===== config.mk =====
export PLATFORM = sky130hd
export DESIGN_NAME = jedro_1_dmem_arbiter
export DESIGN_NICKNAME = d
export VERILOG_FILES = /design/src/rtl/jedro_1_dmem_arbiter.sv
export SDC_FILE = /design/constraint.sdc
export NUM_CORES = 1
export LEC_CHECK = 0
export ABC_AREA = 1
export ABC_CLOCK_PERIOD_IN_PS = 4230
export CORE_AREA = 2 2 119 121
export CTS_CLUSTER_DIAMETER = 30
export CTS_CLUSTER_SIZE = 16
export DETAILED_ROUTE_END_ITERATION = 10
export DIE_AREA = 0 0 121 123
export PLACE_DENSITY = 0.53
export SETUP_SLACK_MARGIN = 0.15
export SLEW_MARGIN = 10
export SYNTH_ARGS = -nofsm -noshare
export SYNTH_HDL_FRONTEND = slang
export SYNTH_SLANG_ARGS = --single-unit

===== constraint.sdc =====
create_clock -name clk_i -period 4.23 [get_ports clk_i]
set_clock_uncertainty 0.15 [all_clocks]
set_input_delay 1.269 -clock clk_i [delete_from_list [all_inputs] [get_ports clk_i]]
set_output_delay 1.269 -clock clk_i [all_outputs]
set_load 0.05 [all_outputs]

===== src/rtl/jedro_1_dmem_arbiter.sv =====
// jedro_1_dmem_arbiter: two-master arbiter for the single-port jedro-1 data RAM.
// Define JEDRO_1_DMEM_ARB_RR_EN for round-robin on conflict (default: port 0 wins).
module jedro_1_dmem_arbiter #(
  parameter int DATA_WIDTH = 32,
  parameter int N_BE       = 4
) (
  input  logic                  clk_i,
  input  logic                  rstn_i,
  input  logic                  p0_req_i,
  input  logic                  p0_lock_i,
  input  logic [DATA_WIDTH-1:0] p0_addr_i,
  input  logic [N_BE-1:0]       p0_we_i,
  input  logic [DATA_WIDTH-1:0] p0_wdata_i,
  output logic                  p0_gnt_o,
  output logic                  p0_rvalid_o,
  output logic [DATA_WIDTH-1:0] p0_rdata_o,
  input  logic                  p1_req_i,
  input  logic                  p1_lock_i,
  input  logic [DATA_WIDTH-1:0] p1_addr_i,
  input  logic [N_BE-1:0]       p1_we_i,
  input  logic [DATA_WIDTH-1:0] p1_wdata_i,
  output logic                  p1_gnt_o,
  output logic                  p1_rvalid_o,
  output logic [DATA_WIDTH-1:0] p1_rdata_o,
  output logic                  ram_en_o,
  output logic [DATA_WIDTH-1:0] ram_addr_o,
  output logic [N_BE-1:0]       ram_we_o,
  output logic [DATA_WIDTH-1:0] ram_wdata_o,
  input  logic [DATA_WIDTH-1:0] ram_rdata_i
);

  typedef enum logic [1:0] {
    OWN_NONE = 2'd0,
    OWN_P0   = 2'd1,
    OWN_P1   = 2'd2
  } owner_e;

  owner_e owner_q, owner_d;
  logic   last_q, last_d;
  logic   rsp_vld_q, rsp_vld_d;
  logic   rsp_id_q, rsp_id_d;
  logic   rsp_rd_q, rsp_rd_d;
  logic   gnt0, gnt1;
  logic   conflict_p1;

`ifdef JEDRO_1_DMEM_ARB_RR_EN
  // Round-robin: on conflict the port that did not win last time goes.
  assign conflict_p1 = ~last_q;
`else
  // Fixed priority: the LSU always wins a conflict.
  assign conflict_p1 = 1'b0;
`endif

  // Grant decision; nothing is granted while in reset.
  always_comb begin
    gnt0 = 1'b0;
    gnt1 = 1'b0;
    if (rstn_i) begin
      unique case (owner_q)
        OWN_P0: gnt0 = p0_req_i;
        OWN_P1: gnt1 = p1_req_i;
        default: begin
          if (p0_req_i && p1_req_i) begin
            gnt1 = conflict_p1;
            gnt0 = ~conflict_p1;
          end else begin
            gnt0 = p0_req_i;
            gnt1 = p1_req_i;
          end
        end
      endcase
    end
  end

  // RAM request mux; idle bus is all zero so no spurious writes.
  always_comb begin
    ram_en_o    = gnt0 | gnt1;
    ram_addr_o  = '0;
    ram_we_o    = '0;
    ram_wdata_o = '0;
    unique case (1'b1)
      gnt0: begin
        ram_addr_o  = p0_addr_i;
        ram_we_o    = p0_we_i;
        ram_wdata_o = p0_wdata_i;
      end
      gnt1: begin
        ram_addr_o  = p1_addr_i;
        ram_we_o    = p1_we_i;
        ram_wdata_o = p1_wdata_i;
      end
      default: ;
    endcase
  end

  // Next ownership, last winner and pending response.
  always_comb begin
    owner_d   = owner_q;
    last_d    = last_q;
    rsp_vld_d = gnt0 | gnt1;
    rsp_id_d  = gnt1;
    rsp_rd_d  = 1'b0;
    if (gnt0) begin
      last_d   = 1'b0;
      owner_d  = p0_lock_i ? OWN_P0 : OWN_NONE;
      rsp_rd_d = (p0_we_i == '0);
    end else if (gnt1) begin
      last_d   = 1'b1;
      owner_d  = p1_lock_i ? OWN_P1 : OWN_NONE;
      rsp_rd_d = (p1_we_i == '0);
    end
  end

  // Arbiter state; reset drops locks and any pending response.
  always_ff @(posedge clk_i or negedge rstn_i) begin
    if (!rstn_i) begin
      owner_q   <= OWN_NONE;
      last_q    <= 1'b1;
      rsp_vld_q <= 1'b0;
      rsp_id_q  <= 1'b0;
      rsp_rd_q  <= 1'b0;
    end else begin
      owner_q   <= owner_d;
      last_q    <= last_d;
      rsp_vld_q <= rsp_vld_d;
      rsp_id_q  <= rsp_id_d;
      rsp_rd_q  <= rsp_rd_d;
    end
  end

  assign p0_gnt_o    = gnt0;
  assign p1_gnt_o    = gnt1;
  assign p0_rvalid_o = rsp_vld_q & ~rsp_id_q;
  assign p1_rvalid_o = rsp_vld_q & rsp_id_q;
  assign p0_rdata_o  = (p0_rvalid_o && rsp_rd_q) ? ram_rdata_i : '0;
  assign p1_rdata_o  = (p1_rvalid_o && rsp_rd_q) ? ram_rdata_i : '0;

endmodule


* After elaboration in Yosys (flattened, before gate mapping)
Index checks and enable logic that the tools add are counted.
** Storage, ports and cells
- Bits in registers :: 5
- Input bits :: 174
** Cells by class
- Equality and inequality tests :: 2
- Mux-type cells :: 17
- Bitwise operators :: 4
- Reduce and logical (&&, ||, !) cells :: 6
** Operator list (number)
- 32-bit one-hot mux with 2 select lines :: 2
- 32-bit two-way mux :: 2
- 4-bit zero test :: 2
- 4-bit one-hot mux with 2 select lines :: 1
- 1-bit two-way mux :: 7
- 2-bit two-way mux :: 3
- 1-bit one-hot mux with 2 select lines :: 2
- 1-bit logical AND :: 3
- 1-bit AND :: 2
- 2-bit by 1-bit equality test with 1-bit output (second input constant) :: 1
- 2-bit equality test (second input constant) :: 1
- 2-bit nonzero test :: 1
- 1-bit NOT :: 1
- 1-bit OR :: 1

* Longest topological paths before layout
Gate-level depths: netlist (run 1).
- Word-level depth :: 6
- Mapped depth :: 10
- Mapped depth without buffers :: 8

* Least setup slack after synthesis (run 1)
Ideal clock, no wire load.
- Path type :: input to output
- Start point :: in p1_req_i
- End point :: out ram_we_o[0]
- Arrival :: 2.646 ns
- Data required time :: 2.811 ns
- Setup slack :: 0.165 ns
- Stages :: 4
- Buffers on the path :: 0
- Cells stage by stage :: nand2_1 inv_1 nand3_1 o21ai_0
** Between the ends
- Cells in the longest elaborated chain, start to end :: 5
** Ends and longest elaborated chain
- from (decl) :: line 17 : input logic p1_req_i,
- 1-bit logical AND :: line 63 : if (p0_req_i && p1_req_i) begin
- 1-bit two-way mux :: line 63
- 1-bit one-hot mux with 2 select lines :: line 59 : unique case (owner_q)
- 1-bit two-way mux :: line 58 : if (rstn_i) begin
- 4-bit one-hot mux with 2 select lines * :: line 81 : unique case (1'b1)
- to (decl) :: line 27 : output logic [N_BE-1:0] ram_we_o,
Mark *: on every way between the ends. The rest lies on a longest branch, timed or not.

* Worst setup path after layout (run 1)
- Start point :: in rstn_i
- End point :: out ram_addr_o[3]
** Between the ends
- Cells in the longest elaborated chain, start to end :: 2
** Ends and longest elaborated chain
- from (decl) :: line 8 : input logic rstn_i,
- 1-bit two-way mux :: line 58
- 32-bit one-hot mux with 2 select lines * :: line 81
- to (decl) :: line 26 : output logic [DATA_WIDTH-1:0] ram_addr_o,
Marked as above.

==> results.md, run 1 <==
* Worst Setup SP: rstn_i
* Final wirelength at 11,400 um
* Largest net degree at the start of global routing at 33
* First-pass GRT wire length at 16,300 um
* Die ar. at 0.0149 sq mm
* Synthesis Warnings at 0
* Final Cycle Share at 92.9%
* Slowest stage delay, CP at 0.27 ns
* Post-DR vias/cell at 3.87
* Commonest non-fill, non-tap cells in the layout: 190 x nand2_1, 172 x clkdlybuf4s50_1, 115 x buf_12
* Leak pwr at 0.00304 uW
* Vias at 3,332
* Initial Util at 11.5%
* GRT Resource Usage Total at 13.8%
* Syn Nets at 541
* Tmin final at 3.93 ns
* Final setup violation count at 0
* CP top delay family: buffers and inverters
* CTS Buffer Depth at 2
* Drt pass-1 iters at 4
* Die H at 123 um
* Status: complete, no violations
* Relative slew slack at 28.9%
* CTS tree: done
* Worst Path Arrival at 2.51 ns
* Die W at 121 um
* Grt ovf at 0
* HPWL Detailed at 9230 um
* Initial antenna violation count at 0
* TritonCTS Sinks at 5
* Slowest CP cell: dlygate4sd2_1
* WP depth at 10
* R2R depth at 10
* Hold buffers post-CTS at 0
* Setup crit start kind: input pin
* CP max FO at 18
* Layout area overhead at 304%
* Max H-tree Level at 1
* # DRC at 0
* Fin Setup TNS at 0 ns
* Distinct cells, synth at 15
* Power Dens Cells at 350 mW/mm^2
* GP Congestion at 0.750
* Wirelength per Cell at 13.3 um
* Worst path cell trace: dlygate4sd2_1 -> nand2_1 -> inv_2 -> nand2_2 -> nor2_4 -> buf_8 -> buf_16 -> nand2_1 -> nand2_1 -> buf_12
* Final Max Tran Viols at 0
* Final Hold Fails at 0
* Hold-critical path depth at 2
* Req. time, crit path at 2.81 ns
* PortBufs at 310
* Number of global-route vias before repair at 3,286
* Share of cells above drive strength 1 at 27.2%
* Min-delay src: owner_q[0]$_DFFE_PN0P_
* Mapped Area at 0.00156 sq mm
* Worst-path clk slew at 0.03 ns
* Core Area at 0.0136 sq mm
* Post-synthesis cell count at 365
* Hold Slack at 0.389 ns
* Buf/Inv on CP at 5
* Commonest non-fill, non-tap cell in the layout: nand2_1
* Initial DRC Count at 81
* Syn_area_per_cell at 4.28 sq um
* Crit Path Category: input pin to output port
* Peak supply drop at 193 uV
* CTS root buffer: clkbuf_16
* Maximum clock rate at 254 MHz
* RR Startpoint: owner_q[0]$_DFFE_PN0P_
* RSZ-0062 raised after global routing: false
* # rows at 43
* Register area share after synthesis at 8.01%
* Max_cap viols at 0
* Worst-Skew Late Latency at 0.23 ns
* Crit path top cell by count: nand2_1
* I/O pins at 311
* Critical Path End Type: output port
* Antenna Nets Post-Route at 0
* #FFs+latches synth at 5
* Slew at the pin closest to its max-slew limit at 1.06 ns
* Num CTS Buffers at 3
* Nets at 856
* Hold WC Path Type: flop to flop
## per-stage QoR
stage	instance area, sq um	instances	utilization, %	worst slack, ns	power, uW
after CTS	6170	855	45.3	0.130	2180
final	6300	860	46.3	0.299	2200
after floorplan	1560	365	-	0.165	931
after global placement	5950	845	43.7	0.0666	1910
after detailed placement	5950	845	43.7	0.0407	1930
after global routing	6300	859	46.3	0.181	2300
## worst reg2reg max path: cells and delay by family (launching register included)
kind / cells / cell delay (ns)
adder cells (fa/ha/maj): 1 / 0.33
buffers and inverters: 4 / 0.49
flip-flops: 1 / 0.37
AND/OR/NAND/NOR: 5 / 0.44
## state kept, by name, indices dropped and copies added (netlist names)
register,cells
owner_q,2
rsp_id_q,1
rsp_rd_q,1
rsp_vld_q,1
## metal layers
| metal | GRT usage [%] | up-vias | share of wire (%) |
|---|---|---|---|
| met2 | 27.4 | 173 | 55 |
| met3 | 4.15 | 8 | 9.6 |
| met5 | 0 | - | 0 |
| met4 | 2.91 | 0 | 1.0 |
| li1 | - | 1673 | - |
| met1 | 14.1 | 1478 | 34 |
## cells by family after synthesis
logic type	Yosys count	synth area share [%]
simple gates	286	70.0
flops	5	8.01
buf+inv	68	19.1
fa+ha+maj	2	1.60
compound gates	4	1.36
## what timing repair did
item	4_1_cts	5_1_grt
buffers inserted	2	2
setup endpoints to repair	66	66
cloned	4	2
resized for setup	15	22
pin swaps	1	0
## layout make-up
cell class,instances,area (sq um)
sequential,5,125
timing repair buffer,330,4490
inverter,48,183
fill,1303,7310
tap,180,225
antenna,1,2.50
clock buffer,4,78.8
multi-input combinational,292,1200
## power breakdown
part	switching, uW	internal [uW]	total [uW]
Sequential	8.83	61.0	69.9
Combinational	1040	938	1980
Clock	29.8	125	155
## Yosys cell counts
library cell	number	area, sq um
nor3_1	1	5.00
nor2_4	1	11.3
inv_2	3	11.3
buf_2	10	50.1
inv_1	45	169
dfrtp_1	5	125
buf_6	4	45.0
nor2_1	66	248
nand2_1	211	792
o21ai_0	3	15.0
nand2_2	1	6.26
nand3_1	6	30.0
ha_1	2	25.0
clkbuf_1	6	22.5
o22ai_1	1	6.26
## path summary, 6_finish.rpt
path	end	slack, ns
worst max-delay path	ram_addr_o[3]	0.30
worst min-delay path	owner_q[0]$_DFFE_PN0P_	0.39
max in group asynchronous	rsp_vld_q$_DFF_PN0_	2.84
worst min register to register	owner_q[0]$_DFFE_PN0P_	0.39
worst max register to register	owner_q[1]$_DFFE_PN0P_	2.41
min in group asynchronous	owner_q[0]$_DFFE_PN0P_	0.99
Note: power is estimated with default switching activity, not from simulation.
==> run 2, diff against run 1 <==
ABC_CLOCK_PERIOD_IN_PS = 3200   (was 4230)
CORE_AREA = 5 5 118 120   (was 2 2 119 121)
DIE_AREA = 0 0 123 125   (was 0 0 121 123)
PLACE_DENSITY = 0.58   (was 0.53)
clock period = 3.2 ns   (was 4.23 ns; I/O delays follow)
==> results.md, run 2 (synthesis gave the netlist of run 1 again) <==
* GRT Resource Usage Total at 15.1%
* GP Congestion at 0.848
* Final Hold Fails at 0
* Worst-path clk slew at 0.03 ns
* Placed Area at 0.00628 sq mm
* Hold WC Path Type: flop to flop
* Initial antenna violation count at 1
* # DRC at 0
* Slew at the pin closest to its max-slew limit at 0.558 ns
* Num CTS Buffers at 3
* Status: complete, no violations
* Worst-Skew Late Latency at 0.23 ns
* RSZ-0062 raised after global routing: true
* CTS root buffer: clkbuf_16
* Grt ovf at 0
* Number of global-route vias before repair at 3,594
* CTS tree: done
* CTS Buffer Depth at 2
* Max H-tree Level at 1
* Final Cycle Share at 97.9%
* Die ar. at 0.0154 sq mm
* Setup crit start kind: input pin
* Antenna Nets Post-Route at 0
* PortBufs at 310
* Nets at 868
* Peak supply drop at 234 uV
* Commonest non-fill, non-tap cells in the layout: 172 x clkdlybuf4s50_1, 142 x buf_12, 118 x nand2_1
* Hold buffers post-CTS at 0
* Max reg flops at 2
* Drt pass-1 iters at 4
* Largest reg by FF count: owner_q
* Req. time, crit path at 2.09 ns
* Commonest non-fill, non-tap cell in the layout: clkdlybuf4s50_1
* Final Max Tran Viols at 0
* Final wirelength at 13,000 um
* Wirelength per Cell at 15.0 um
* Leak pwr at 0.00335 uW
* Fin area at 0.00720 sq mm
* Max_cap viols at 0
* Tmin final at 3.13 ns
* Maximum clock rate at 319 MHz
* Fin Setup TNS at 0 ns
* Crit Path Category: input pin to output port
* Util after Layout at 55.9%
* Critical Path End Type: output port
* Initial Util at 12.1%
* HPWL Detailed at 10,500 um
* Relative slew slack at 62.7%
* Share of cells above drive strength 1 at 40.4%
* N_diodes at 0
* Worst Path Arrival at 2.02 ns
* Post-DR vias/cell at 3.94
* # rows at 42
* TritonCTS Sinks at 5
* Final setup violation count at 0
* Die W at 123 um
* Die H at 125 um
* CP max FO at 7
* Largest net degree at the start of global routing at 43
* Initial DRC Count at 52
* Vias at 3,418
* Power Dens Cells at 447 mW/mm^2
* Core Area at 0.0129 sq mm
* I/O pins at 311
* First-pass GRT wire length at 18,600 um
* Layout area overhead at 361%
==> run 2: cell count changes in the layout (fill, tap and decap cells not counted), moves of 2 or more <==
cell,change
nand2_2,+31
o21ai_0,-2
dlymetal6s2s_1,-2
nand2_1,-72
buf_6,+6
buf_4,-18
o21ai_4,+3
nand2_4,+41
buf_12,+27
==> run 2: routing by layer <==
metal / global-route usage, % / wire, um
met5: 0 / 13
met4: 3.91 / 245
met3: 4.56 / 1250
met2: 30.5 / 7240
met1: 14.3 / 4270
==> run 2: metrics by stage <==
step | hold slack [ns] | total power (uW) | instances | worst slack, ns
floorplan | 0.347 | 1250 | 365 | 0.0963
global placement | 0.371 | 2550 | 844 | -0.331
detailed placement | 0.377 | 2570 | 844 | -0.346
CTS | 0.398 | 3060 | 863 | 0.0549
global route | 0.443 | 3350 | 867 | 0.0110
finish | 0.399 | 3210 | 867 | 0.0674
==> run 2: cell type report <==
cell class                      count  area, sq um
Tap cell                          176          220
Fill cell                        1122         5680
Clock buffer                        4         78.8
Sequential cell                     5          125
Inverter                           48          183
Multi-Input combinational cell    292         1660
Timing Repair Buffer              342         4930
==> run 2: worst paths after layout <==
path | start | to | slack [ns] | cells after the start
setup / recovery | p1_req_i | ram_wdata_o[28] | 0.07 | 12
hold / removal | owner_q[0]$_DFFE_PN0P_ | owner_q[0]$_DFFE_PN0P_ | 0.40 | 2
setup reg to reg | owner_q[0]$_DFFE_PN0P_ | owner_q[1]$_DFFE_PN0P_ | 1.08 | 14
hold reg to reg | owner_q[0]$_DFFE_PN0P_ | owner_q[0]$_DFFE_PN0P_ | 0.40 | 2
max in group asynchronous | rstn_i | rsp_vld_q$_DFF_PN0_ | 2.32 | 2
min in group asynchronous | rstn_i | rsp_rd_q$_DFF_PN0_ | 0.47 | 2
==> run 2: critical path, cell delays in order <==
cell and delay [ns]:
buf_6 0.10, nand2_2 0.06, inv_2 0.04, nand2_2 0.06
nor2_4 0.04, buf_12 0.12, buf_12 0.11, buf_12 0.12
buf_16 0.15, nand2_4 0.06, nand2_4 0.05, buf_12 0.14
==> run 2: where the power goes <==
part | internal [uW] | leakage (uW) | switching (uW)
clock | 165 | 0.0000382 | 39.5
sequential | 80.7 | 0.0000663 | 14.2
combinational | 1400 | 0.00325 | 1520
==> run 2: timing repair <==
| item | CTS | global route |
|---|---|---|
| setup buffers | 11 | 2 |
| pin swaps | 19 | 24 |
| setup endpoints to repair | 71 | 65 |
| gates cloned | 4 | 2 |
| resized for setup | 115 | 50 |
==> run 3, diff against run 2 <==
CAP_MARGIN = 5   (was unset)
==> results of run 3 <==
The final DEF is identical to that of run 2; final timing and power are the same.
